`config.mk`:
```
export PLATFORM = sky130hd
export DESIGN_NAME = skid_buffer
export DESIGN_NICKNAME = d
export VERILOG_FILES = /design/src/rtl/jedro_pipe_pkg.sv /design/src/rtl/skid_buffer.sv
export SDC_FILE = /design/constraint.sdc
export NUM_CORES = 1
export LEC_CHECK = 0
export CAP_MARGIN = 20
export CELL_PAD_IN_SITES_DETAIL_PLACEMENT = 1
export CELL_PAD_IN_SITES_GLOBAL_PLACEMENT = 1
export CORE_MARGIN = 2
export CORE_UTILIZATION = 35
export CTS_CLUSTER_DIAMETER = 80
export CTS_CLUSTER_SIZE = 8
export DETAILED_ROUTE_END_ITERATION = 16
export GPL_TIMING_DRIVEN = 0
export PLACE_DENSITY = 0.79
export SLEW_MARGIN = 40
export SYNTH_ARGS = -nofsm -noshare
export SYNTH_HDL_FRONTEND = slang
export SYNTH_SLANG_ARGS = --single-unit
```
`constraint.sdc`:
```
create_clock -name clk -period 1.5 [get_ports clk]
set_input_delay 0.3 -clock clk [delete_from_list [all_inputs] [get_ports clk]]
set_output_delay 0.3 -clock clk [all_outputs]
set_load 0.05 [all_outputs]
```
`src/rtl/jedro_pipe_pkg.sv`:
```
// Shared types and constants for the jedro pipeline glue blocks.
package jedro_pipe_pkg;

  typedef enum logic [1:0] {
    SKID_EMPTY = 2'd0,
    SKID_BUSY  = 2'd1,
    SKID_FULL  = 2'd2
  } skid_state_t;

  localparam int unsigned SKID_DEPTH = 2;

endpackage

```
`src/rtl/skid_buffer.sv`:
```
// Two-entry valid/ready skid buffer: main slot drives m_data, skid slot
// catches the word that arrives while downstream stalls. Upstream ready is
// a flop, so m_ready never reaches s_ready combinationally.
module skid_buffer
  import jedro_pipe_pkg::*;
#(
  parameter int unsigned           WORD_WIDTH  = 32,
  parameter logic [WORD_WIDTH-1:0] RESET_VALUE = '0
) (
  input  logic                  clk,
  input  logic                  rstn,
  input  logic                  flush,
  input  logic                  s_valid,
  output logic                  s_ready,
  input  logic [WORD_WIDTH-1:0] s_data,
  output logic                  m_valid,
  input  logic                  m_ready,
  output logic [WORD_WIDTH-1:0] m_data,
  output logic [1:0]            count
);

  skid_state_t           state_q, state_d;
  logic [WORD_WIDTH-1:0] main_q, main_d;
  logic [WORD_WIDTH-1:0] skid_q, skid_d;
  logic                  s_ready_q;

  logic s_fire, m_fire;

  assign s_fire = s_valid & s_ready_q;
  assign m_fire = m_valid & m_ready;

  // Next-state and slot loads; flush squashes everything in flight.
  always_comb begin
    state_d = state_q;
    main_d  = main_q;
    skid_d  = skid_q;
    if (flush) begin
      state_d = SKID_EMPTY;
      main_d  = RESET_VALUE;
      skid_d  = RESET_VALUE;
    end else begin
      case (state_q)
        SKID_EMPTY: begin
          if (s_fire) begin
            main_d  = s_data;
            state_d = SKID_BUSY;
          end
        end
        SKID_BUSY: begin
          if (s_fire && m_fire) begin
            main_d = s_data;
          end else if (s_fire) begin
            skid_d  = s_data;
            state_d = SKID_FULL;
          end else if (m_fire) begin
            state_d = SKID_EMPTY;
          end
        end
        SKID_FULL: begin
          // s_ready is low here, so only the drain side can move.
          if (m_fire) begin
            main_d  = skid_q;
            state_d = SKID_BUSY;
          end
        end
        default: state_d = SKID_EMPTY;
      endcase
    end
  end

  // State, slots and registered upstream ready.
  always_ff @(posedge clk or negedge rstn) begin
    if (!rstn) begin
      state_q   <= SKID_EMPTY;
      main_q    <= RESET_VALUE;
      skid_q    <= RESET_VALUE;
      s_ready_q <= 1'b0;
    end else begin
      state_q   <= state_d;
      main_q    <= main_d;
      skid_q    <= skid_d;
      s_ready_q <= (state_d != SKID_FULL);
    end
  end

  // Occupancy decode.
  always_comb begin
    count = 2'd0;
    case (state_q)
      SKID_BUSY: count = 2'd1;
      SKID_FULL: count = 2'(SKID_DEPTH);
      default:   count = 2'd0;
    endcase
  end

  assign s_ready = s_ready_q;
  assign m_valid = (state_q != SKID_EMPTY);
  assign m_data  = main_q;

endmodule

```
==> impl_summary.log <==
[metrics] run status: complete, but fails checks
[metrics] violated checks: setup timing
[metrics] most frequent standard cell in the layout excluding fill and tap cells: sky130_fd_sc_hd__dfrtp_1
[metrics] CTS tree: built
[metrics] Worst Setup Slack, final: -0.1457 ns
[metrics] Std-Cell Core Area: 0.008134 mm2
[metrics] worst-path maximum fanout: 10
[metrics] relative slew slack: 28.26%
[metrics] number of port buffers: 71
[metrics] number of optimization iterations in the first detailed-route pass: 4
[metrics] Clock transition at path regs: 0.07 ns
[metrics] Non-Filler Cell Area, Final: 0.004424 mm2
[metrics] max-capacitance violation count: 0
[metrics] number of antenna-violating nets in the routed design: 0
[metrics] worst clock skew on the final layout: 0.007390 ns
[metrics] final number of setup-violating endpoints: 52
[metrics] setup TNS after final layout: -2.839 ns
[metrics] post-route fraction of the period consumed by the critical path: 109.7%
[metrics] setup repair after global routing missed its margin: yes
[metrics] global-route wire length before repair: 13,100 um
[metrics] per-cell routed wire length: 20.14 um
[metrics] leakage component of the power: 0.002026 uW
[metrics] Inserted Clock Buffers: 9
[metrics] Worst R2R Path Depth: 5
[metrics] per-instance average area after synthesis: 12.48 um2
[metrics] fraction of post-synthesis cell area in the top cell type by area: 57.91%
[metrics] clk buf depth: 2
[metrics] Top-Level Pins: 73
[metrics] RD Place Congestion: 0.7665
[metrics] crit-path most repeated cell: sky130_fd_sc_hd__clkbuf_1
[metrics] relative area change from synthesis to final layout: 52.81%
[metrics] n_diodes: 0
[metrics] vias in the first global route: 2,508
[metrics] nets@finish: 366
[metrics] CP Capture Type: flop
[metrics] standard-cell row count: 33
[metrics] worst skew pair latency: 0.33 ns
[metrics] vias per inst: 5.358
[metrics] Chip Height: 94.95 um
[metrics] share of post-route cells with drive strength above 1: 37.24%
[metrics] Cell Int Power: 2956 uW
[metrics] fraction of power consumed by combinational cells: 24.7%
[metrics] routed wire length: 8821 um
[metrics] sequential fraction of the synthesis area: 57.91%
[metrics] Clock Power Share: 29.5%
[metrics] overall track demand over capacity in global routing: 19.35%
[metrics] Power per Cell Area: 982.0 mW/mm2
[metrics] Worst R2R Setup Slack: -0.09 ns
[metrics] CTS root buffer: sky130_fd_sc_hd__clkbuf_8
[metrics] maximum operating frequency: 607.6 MHz
[metrics] worst hold path class: input pin to asynchronous set/reset pin
[metrics] Min Hold Slack: 0.3798 ns
[metrics] CP Data Arrival Time: 1.82 ns
[metrics] relative contribution of sequential cells to total power: 45.8%
[metrics] pin count of the biggest net entering global routing: 47
[metrics] highest-count cells in the layout ignoring fill and taps: sky130_fd_sc_hd__dfrtp_1, sky130_fd_sc_hd__clkdlybuf4s50_1, sky130_fd_sc_hd__a22o_1
[metrics] area after detailed placement: 0.003771 mm2
[metrics] ordered list of cells on the worst path: clkbuf_1, clkbuf_1, o31ai_1
[metrics] net count after synthesis: 269
[metrics] vias: 2,347
[metrics] final total power: 4345 uW
[metrics] Die W: 94.95 um
[metrics] buffers and inverters on the worst path: 2
[metrics] initial cell density of the core: 35.59%
[metrics] worst stage delay on the critical path: 0.86 ns
[metrics] Cell variety after synth: 21
[metrics] post-route minimum period: 1.646 ns
[metrics] final routed DRC violation total: 0
[metrics] initial DRC count: 71
[metrics] maximum vdd drop: 0.4381 mV
[metrics] Cell Count Post-Placement: 409
[metrics] switching part of the total: 31.97%
[metrics] class of the most critical setup path: input pin to flop
[metrics] Critical Path Slowest Stage Cell: sky130_fd_sc_hd__clkbuf_1
[metrics] CTS H-Tree Depth: 3
[metrics] HPWL reported at the end of detailed placement: 5187 um
[metrics] number of standard cells in the layout, taps in and fillers out: 438
[metrics] flip-flop and latch count after synthesis: 67
[metrics] capturing point of the worst reg2reg path: skid_q[19]
[metrics] critical path's top delay family: buffers and inverters
[metrics] net switching power of the design: 1389 uW
[metrics] sum of overflow across all layers after global routing: 0
[metrics] total number of yosys warnings: 0
[metrics] largest area contributor in the synthesized netlist: sky130_fd_sc_hd__dfrtp_1
[metrics] worst-margin pin slew: 1.076 ns
[metrics] data required time of the worst path: 1.67 ns
[metrics] Die Area: 0.009016 mm2
[metrics] Crit Reg-Reg Startpoint: state_q[1]
[metrics] synthesized cell area: 0.002895 mm2
[metrics] Post-Synthesis Cells: 232
[metrics] element type at the critical path start: input pin
[metrics] initial antenna violation count: 0
[metrics] pins over their slew limit: 0
[metrics] Hold Vio Cnt, Final: 0
[metrics] Area contributors post-synth: sky130_fd_sc_hd__dfrtp_1, sky130_fd_sc_hd__mux2i_1, sky130_fd_sc_hd__a22o_1
[metrics] number of clock sinks: 67
==> registers in the layout, indices dropped and copies added, names as in the netlist <==
signal	cells
m_data	32
s_ready	1
skid_q	32
state_q	2
==> cell usage after synthesis <==
library cell	n
sky130_fd_sc_hd__dfrtp_1	67
sky130_fd_sc_hd__nand2_1	34
sky130_fd_sc_hd__a22o_1	32
sky130_fd_sc_hd__mux2i_1	32
sky130_fd_sc_hd__o31ai_1	32
sky130_fd_sc_hd__clkbuf_1	10
sky130_fd_sc_hd__buf_6	7
sky130_fd_sc_hd__buf_2	3
sky130_fd_sc_hd__nand2b_1	2
sky130_fd_sc_hd__nor2_1	2
sky130_fd_sc_hd__a211o_1	1
sky130_fd_sc_hd__a221oi_4	1
sky130_fd_sc_hd__a2bb2oi_1	1
sky130_fd_sc_hd__and3b_1	1
sky130_fd_sc_hd__inv_1	1
sky130_fd_sc_hd__inv_2	1
sky130_fd_sc_hd__nor2b_1	1
sky130_fd_sc_hd__nor3_1	1
sky130_fd_sc_hd__nor4_2	1
sky130_fd_sc_hd__or2_2	1
sky130_fd_sc_hd__xnor2_1	1
==> how the worst max path moves through the flow <==
| stage | from | end | cells past startpoint |
|---|---|---|---|
| 2_1_floorplan | s_ready | m_data[17] | 5 |
| 3_3_place_gp | rstn | s_ready | 1 |
| 3_5_place_dp | m_ready | skid_q[26] | 6 |
| 4_1_cts | state_q[0] | count[1] | 5 |
| 5_1_grt | flush | m_data[9] | 3 |
| 6_report | flush | m_data[9] | 3 |
==> per-stage QoR <==
| step | setup WS (ns) | utilization (%) |
|---|---|---|
| after detailed placement | -0.8259 | 46.36 |
| after CTS | -0.1023 | 51.39 |
| after global routing | -0.1986 | 54.39 |
| final | -0.1457 | 54.39 |
| after floorplan | -0.1424 | - |
| after global placement | -2.431 | 46.01 |
==> per-layer routing <==
metal	GRT usage, %	up-vias	wire (um)	share of wire [%]
met2	30.97	62	4473	51
li1	-	1054	-	-
met4	6.159	0	155	1.8
met3	4.549	12	286	3.2
met1	25.99	1219	3906	44
met5	0	-	0	0
==> logic make-up (layout without fill, tap and decap cells) <==
kind of cell    after synthesis  count (layout)  share of synthesized area, %
compound gates               67              67                         19.49
xor+xnor                      1               1                        0.3026
buf+inv                      22             123                         4.797
flops                        67              67                         57.91
mux                          32              32                         11.06
simple gates                 43              43                         6.439
==> power by group through the flow <==
| stage | clock network [uW] | logic [uW] | registers, uW |
|---|---|---|---|
| 2_1_floorplan | 0 | 261 | 2270 |
| 3_3_place_gp | 0 | 920 | 2000 |
| 5_1_grt | 1380 | 1130 | 2000 |
| 6_report | 1280 | 1080 | 1990 |
| 3_5_place_dp | 0 | 942 | 2010 |
| 4_1_cts | 1310 | 978 | 1970 |
==> layout make-up <==
class,instances,area (um2)
multi-input combinational,143,1335
timing repair buffer,86,892.1
tap,105,131.4
inverter,2,12.51
clock buffer,12,145.1
fill,816,3710
clock inverter,3,15.01
sequential,67,1679
buffer,20,214.0
==> repair_timing <==
item                                    4_1_cts  5_1_grt
resized for setup                           147       61
buffers inserted                             11        0
gates cloned                                  0        2
endpoints found under the setup margin       98       73
endpoints found under the hold margin        21        0
pin swaps                                     2       10
hold buffers                                  1        0
==> worst reg2reg max path, delay by kind of cell, from the launching register on <==
family,cells,cell delay [ns]
and+or+nand+nor,2,0.32
AOI/OAI and AO/OA,1,0.27
buffers and inverters,2,0.43
DFF,1,0.45
Note: power is estimated with default switching activity, not from simulation.
